File: config.mk
export PLATFORM = sky130hd
export DESIGN_NAME = s_memory_reader
export DESIGN_NICKNAME = d
export VERILOG_FILES = /design/src/rtl/s_memory_reader.sv
export SDC_FILE = /design/constraint.sdc
export NUM_CORES = 1
export LEC_CHECK = 0
export CAP_MARGIN = 20
export CORE_ASPECT_RATIO = 1.25
export CORE_UTILIZATION = 46
export DETAILED_ROUTE_END_ITERATION = 10
export GPL_ROUTABILITY_DRIVEN = 0
export GPL_TIMING_DRIVEN = 0
export PLACE_DENSITY_LB_ADDON = 0.08
export REMOVE_ABC_BUFFERS = 1
export SYNTH_ARGS = -nofsm -noshare
export SYNTH_HDL_FRONTEND = slang
export SYNTH_SLANG_ARGS = --single-unit
File: constraint.sdc
create_clock -name clk -period 4.1 [get_ports clk]
set_input_delay 0.82 -clock clk [delete_from_list [all_inputs] [get_ports clk]]
set_output_delay 0.82 -clock clk [all_outputs]
set_load 0.02 [all_outputs]
File: src/rtl/s_memory_reader.sv
// Sweeps a synchronous-read RAM from address 0 to the top and streams each entry
// over a valid/ready port. Optional ram_q==index integrity check: S_MEMORY_READER_CHECK_EN.
module s_memory_reader #(
  parameter int RAM_WIDTH = 8
) (
  input  logic                 clk,
  input  logic                 reset,
  input  logic                 start,
  input  logic [RAM_WIDTH-1:0] ram_q,
  output logic [RAM_WIDTH-1:0] address,
  output logic                 write_enable,
  output logic [RAM_WIDTH-1:0] out_data,
  output logic                 out_valid,
  input  logic                 out_ready,
  output logic                 out_last,
  output logic                 busy,
  output logic                 done,
  output logic                 mismatch
);

  localparam logic [RAM_WIDTH-1:0] LAST_IDX = '1;

  typedef enum logic [2:0] {
    IDLE,
    READ,
    CAPTURE,
    OUT,
    DONE
  } state_t;

  state_t               state;
  state_t               next_state;
  logic [RAM_WIDTH-1:0] index;
  logic                 at_last;

  assign at_last = (index == LAST_IDX);

  always_ff @(posedge clk) begin
    if (reset) begin
      state <= IDLE;
    end else begin
      state <= next_state;
    end
  end

  always_comb begin
    next_state = state;
    unique case (state)
      IDLE:    if (start) next_state = READ;
      READ:    next_state = CAPTURE;
      CAPTURE: next_state = OUT;
      OUT:     if (out_ready) next_state = at_last ? DONE : READ;
      DONE:    next_state = IDLE;
      default: next_state = IDLE;
    endcase
  end

  // index doubles as the RAM address; it only moves on a handshake, so the
  // address stays stable while the output is stalled.
  always_ff @(posedge clk) begin
    if (reset) begin
      index <= '0;
    end else begin
      unique case (state)
        IDLE:    if (start) index <= '0;
        OUT:     if (out_ready && !at_last) index <= index + 1'b1;
        DONE:    index <= '0;
        default: index <= index;
      endcase
    end
  end

  always_ff @(posedge clk) begin
    if (reset) begin
      out_data <= '0;
    end else if (state == CAPTURE) begin
      out_data <= ram_q;
    end
  end

`ifdef S_MEMORY_READER_CHECK_EN
  logic mismatch_r;

  // Sticky until reset or the start of the next sweep.
  always_ff @(posedge clk) begin
    if (reset) begin
      mismatch_r <= 1'b0;
    end else if (state == IDLE && start) begin
      mismatch_r <= 1'b0;
    end else if (state == CAPTURE && ram_q != index) begin
      mismatch_r <= 1'b1;
    end
  end

  assign mismatch = mismatch_r;
`else
  assign mismatch = 1'b0;
`endif

  assign address      = index;
  assign write_enable = 1'b0;
  assign out_valid    = (state == OUT);
  assign out_last     = out_valid && at_last;
  assign busy         = (state != IDLE);
  assign done         = (state == DONE);

endmodule
==> summary.txt, run 1 <==
Setup path
  – Critical R2R Capture: address[3]
  – Required time of the critical path: 3280 ps
  – Crit-path cells: ha_1 > and4_4 > nand2_4 > nor2_1 > clkdlybuf4s50_1
  – Worst Path Arrival: 2110 ps
  – Path depth of the worst reg2reg path: 5
  – Startpoint Class: flop
  – CP max stage cell: clkdlybuf4s50_1
  – R2R Setup Slk: 2300 ps
  – CP startpoint: address[0]
  – Crit-path max FO: 7
  – RR Startpoint: address[0]
  – Slowest stage delay, CP: 610 ps
  – Setup Crit Path Kind: flop to output pin
  – Crit end category: output pin

Hold path
  – Hold Crit Endpoint: out_data[3]
  – Hold path cells: 2
  – Min-delay worst type: flop to flop
  – Hold Startpoint: out_data[3]

Yosys
  – Dominant cell type by area after synthesis: dfxtp_1
  – Asr flop ratio synth: 0%
  – Unique masters post-synth: 37
  – Post-synth EDFFs: 0
  – Mapped Area: 907.1 µm²
  – Post-synth top area share: 41.93%
  – Synth warn: 0
  – Cells after synthesis: 99
  – Synth cell count leaders: dfxtp_1 (19), nor2_1 (15), mux2i_1 (9)
  – Top post-synthesis cells by area: dfxtp_1 (42%), mux2i_1 (9.9%), nor2_1 (6.2%)
  – Syn avg cell area: 9.163 µm²
  – Most common flop cell mapped by yosys: dfxtp_1
  – Seq/Total Area, Yosys: 41.93%
  – FF+latch count, synth: 19
  – Most frequent cell after synthesis: dfxtp_1

Cells and area
  – Area delta synth->final: 38.21%
  – Multi-input logic area: 488.0 µm²
  – Fill count: 149
  – Inserted Diodes: 0
  – Final Non-Filler Cells: 151
  – Final core occ: 69.34%
  – Fin area: 1254 µm²
  – Reg area: 380.4 µm²
  – Share of post-route cells with drive strength above 1: 9.091%
  – Layout Nets: 146

STA
  – RSZ-0062 raised after global routing: false
  – Crit share post-route: 71.39%
  – Hold Vio Cnt, Final: 0
  – Final Max Tran Viols: 0
  – Fin Setup TNS: 0 ps
  – FMAX: 341.6 MHz
  – Final Setup Violations: 0
  – Max_slew headroom: 59.15%
  – Clock skew: 3.889 ps
  – Crit path time final: 2927 ps
  – Hold_ws: 514.5 ps
  – Actual slew at the worst max-slew pin: 611.4 ps
  – Fin worst setup slack: 1173 ps

CTS
  – # hold bufs at CTS: 0
  – Clock Tree Root: clkbuf_4
  – H-Tree Depth: 1
  – Clock Tree Buf Depth: 2
  – PostCTS Resize Cnt: 0
  – CTS tree: built
  – Worst-Skew Late Latency: 290 ps
  – Clk slew on worst S/H paths: 120 ps
  – Post-CTS setup buffers: 0
  – TritonCTS buffer count: 3
  – Clk sink count: 19

Routing
  – DRC: 0
  – Number of iterations in the first detailed-routing pass: 4
  – Via count: 852
  – Avg WL per Cell: 13.23 µm
  – Initial DRC count: 21
  – Routed Wire Length: 1997 µm
  – Via density: 5.642
  – Antenna-violating nets left: 0

Power and ir drop
  – Pwr per Cell Area: 291.3 nW/µm²
  – Peak VDD IR: 0.2855 mV
  – Pwr Total: 365.2 µW
  – LEAKAGE: 0.4678 nW

Floorplanning
  – CORE AREA: 1808 µm²
  – Placement row count: 17
  – Die Wd: 41.72 µm
  – Die Area: 2155 µm²
  – Initial core utilization: 50.17%
  – I/O pin total: 34
  – Die Y: 51.65 µm

GRT
  – Vias in the first global route: 813
  – Initial antenna violation count: 0
  – First-pass GRT wire length: 3374 µm
  – Largest net degree at the start of global routing: 14
  – GR Overflow Total: 0
  – GRT Total Usage: 20.04%

Placement
  – Placed cells: 147
  – Pre-CTS setup slack: 1414 ps
  – Placed inst area: 1226 µm²
  – Hpwl dp: 1531 µm
  – I/O Buffers: 31

Outcome
  – Status: complete, no violations

Job
  – Number of max-cap violations: 0
[worst max-delay path by stage]
stage,endpoint
floorplan,out_last
global placement,address[7]
detailed placement,address[7]
CTS,out_last
global route,out_last
finish,out_last
[placed cells by master, fill, tap and decap left out, types with 3 or more instances in the layout]
cell              n
nor2_1           15
nand2_1           3
nand3_1           6
clkbuf_4          3
o211ai_1          3
inv_1             4
clkdlybuf4s50_1  31
mux2i_1           9
dfxtp_1          19
[routing by layer]
layer,up-vias,track usage (%),wire length [µm]
met5,-,0,0
met4,0,8.065,12
met3,2,3.125,80
met2,22,38.28,1041
met1,402,21.77,862
li1,426,-,-
[layout make-up]
cell class                      instances  area share, %
Clock buffer                            3          1.796
Clock inverter                          1         0.3992
Inverter                                5          1.497
Multi-Input combinational cell         72          38.92
Sequential cell                        19          30.34
Tap cell                               19          1.896
Timing Repair Buffer                   32          25.15
[sequential cells by signal, indices dropped and copies added, names as in the netlist]
signal / count
address: 8
out_data: 8
state: 3
[report_power, final]
part	leakage, nW	switching, mW	total (mW)	internal, mW
logic	0.296	0.0345	0.0706	0.0361
clock network	0.0177	0.0596	0.0959	0.0362
registers	0.154	0.00658	0.199	0.192
[logic make-up after synthesis]
family,share of synthesized area [%]
and+or+nand+nor,25.38
AOI/OAI and AO/OA,16.27
DFF,41.93
muxes,9.931
adders and majority gates,1.379
buffers and inverters,4.687
other,0.4134
[critical path: cells and delay by family (launching register included)]
| family | cells | cell delay, ps |
|---|---|---|
| AND/OR/NAND/NOR | 3 | 440 |
| adder cells (fa/ha/maj) | 1 | 280 |
| buffers and inverters | 1 | 610 |
| flip-flops | 1 | 470 |
Power figures use the tool's default switching activity.
==> run 2: changes to the inputs <==
- CORE_UTILIZATION: 46 -> 42
- clock period: 4.1 -> 3 ns (I/O delays scaled with it)
==> summary.txt, run 2 (synthesized netlist as in run 1, its figures left out) <==
Hold path
  – Min-delay worst type: flop to flop

CTS
  – TritonCTS buffer count: 3
  – Clk slew on worst S/H paths: 110 ps
  – Post-CTS setup buffers: 0
  – Clock Tree Buf Depth: 2
  – H-Tree Depth: 1
  – # hold bufs at CTS: 0
  – CTS tree: built
  – Clk sink count: 19
  – Clock Tree Root: clkbuf_4
  – PostCTS Resize Cnt: 0
  – Worst-Skew Late Latency: 290 ps

Job
  – Number of max-cap violations: 0

Power and ir drop
  – Pwr Total: 496.1 µW
  – LEAKAGE: 0.4651 nW
  – Peak VDD IR: 0.3355 mV
  – Pwr per Cell Area: 395.7 nW/µm²

STA
  – Crit share post-route: 89.72%
  – Hold Vio Cnt, Final: 0
  – Final Max Tran Viols: 0
  – Final Setup Violations: 0
  – Crit path time final: 2692 ps
  – RSZ-0062 raised after global routing: false
  – Fin worst setup slack: 308.5 ps
  – FMAX: 371.5 MHz
  – Fin Setup TNS: 0 ps
  – Max_slew headroom: 57.23%
  – Actual slew at the worst max-slew pin: 640.2 ps
  – Clock skew: 5.144 ps

GRT
  – GR Overflow Total: 0
  – Vias in the first global route: 754
  – Largest net degree at the start of global routing: 14
  – Initial antenna violation count: 0
  – First-pass GRT wire length: 3229 µm
  – GRT Total Usage: 18.60%

Floorplanning
  – Die Area: 2351 µm²
  – Die Y: 53.96 µm
  – Die Wd: 43.57 µm
  – Initial core utilization: 45.26%
  – I/O pin total: 34
  – CORE AREA: 2004 µm²
  – Placement row count: 18

Outcome
  – Failing checks: design-rule violations
  – Status: finished, violations left

Routing
  – Number of iterations in the first detailed-routing pass: 7
  – Initial DRC count: 7
  – Antenna-violating nets left: 0
  – Via density: 5.566
  – Via count: 846
  – Avg WL per Cell: 12.97 µm
  – Routed Wire Length: 1971 µm
  – DRC: 4

Setup path
  – Path depth of the worst reg2reg path: 5
  – Startpoint Class: flop
  – CP startpoint: address[0]
  – Required time of the critical path: 2400 ps
  – Worst Path Arrival: 2090 ps
  – Critical R2R Capture: address[7]
  – Setup Crit Path Kind: flop to output pin
  – RR Startpoint: address[0]
  – Worst Setup EP: out_last
  – Crit end category: output pin
  – Crit-path max FO: 7
  – R2R Setup Slk: 1200 ps

Cells and area
  – Layout Nets: 146
  – Share of post-route cells with drive strength above 1: 8.333%
  – Area delta synth->final: 38.21%
  – Commonest non-fill, non-tap cell in the layout: clkdlybuf4s50_1
  – Inserted Diodes: 0
  – Most frequent cells in the layout: clkdlybuf4s50_1 (31), dfxtp_1 (19), nor2_1 (15), mux2i_1 (9), nand3_1 (6)

Placement
  – I/O Buffers: 31
  – Pre-CTS setup slack: 501.1 ps
  – Hpwl dp: 1521 µm
run 2: final cells by class:
type                       count  area, µm²
multi-input combinational     72      488.0
sequential                    19      380.4
tap                           20      25.02
fill                         191      750.7
clock buffer                   4      26.28
timing repair buffer          32      315.3
inverter                       5      18.77
run 2: worst min-delay path by stage:
stage,endpoint,start,slack (ps),cells after the start
after global placement,out_data[3],out_data[3],470,2
after detailed placement,out_data[2],out_data[2],480,2
after floorplan,state[0],state[1],540,2
after CTS,out_data[2],out_data[2],510,2
after global routing,out_data[2],out_data[2],540,2
final,out_data[2],out_data[2],510,2
run 2: per-layer routing:
metal / global-route usage (%) / wire (µm)
met1: 19.92 / 825
met2: 36.07 / 1049
met3: 3.356 / 81
met4: 6.250 / 14
met5: 0 / 0
run 2: critical path, cell delays in order, from the launching register on:
cell	delay (ps)
dfxtp_1	470
ha_1	290
and4_4	280
nand2_4	70
nor2_1	90
clkdlybuf4s50_1	610
run 2: metrics by stage:
| step | util [%] | hold WS (ps) | instance area [µm²] | instances |
|---|---|---|---|---|
| 2_1_floorplan | - | 537.1 | 887.1 | 96 |
| 3_3_place_gp | 60.99 | 472.5 | 1222 | 147 |
| 3_5_place_dp | 61.24 | 483.7 | 1227 | 148 |
| 4_1_cts | 62.55 | 511.0 | 1254 | 152 |
| 5_1_grt | 62.55 | 536.4 | 1254 | 152 |
| 6_report | 62.55 | 505.3 | 1254 | 152 |
run 2: report_power, final:
part | total (mW) | internal [mW] | switching, mW
Combinational | 0.0972 | 0.0493 | 0.0479
Clock | 0.128 | 0.0516 | 0.0762
Sequential | 0.271 | 0.263 | 0.00851
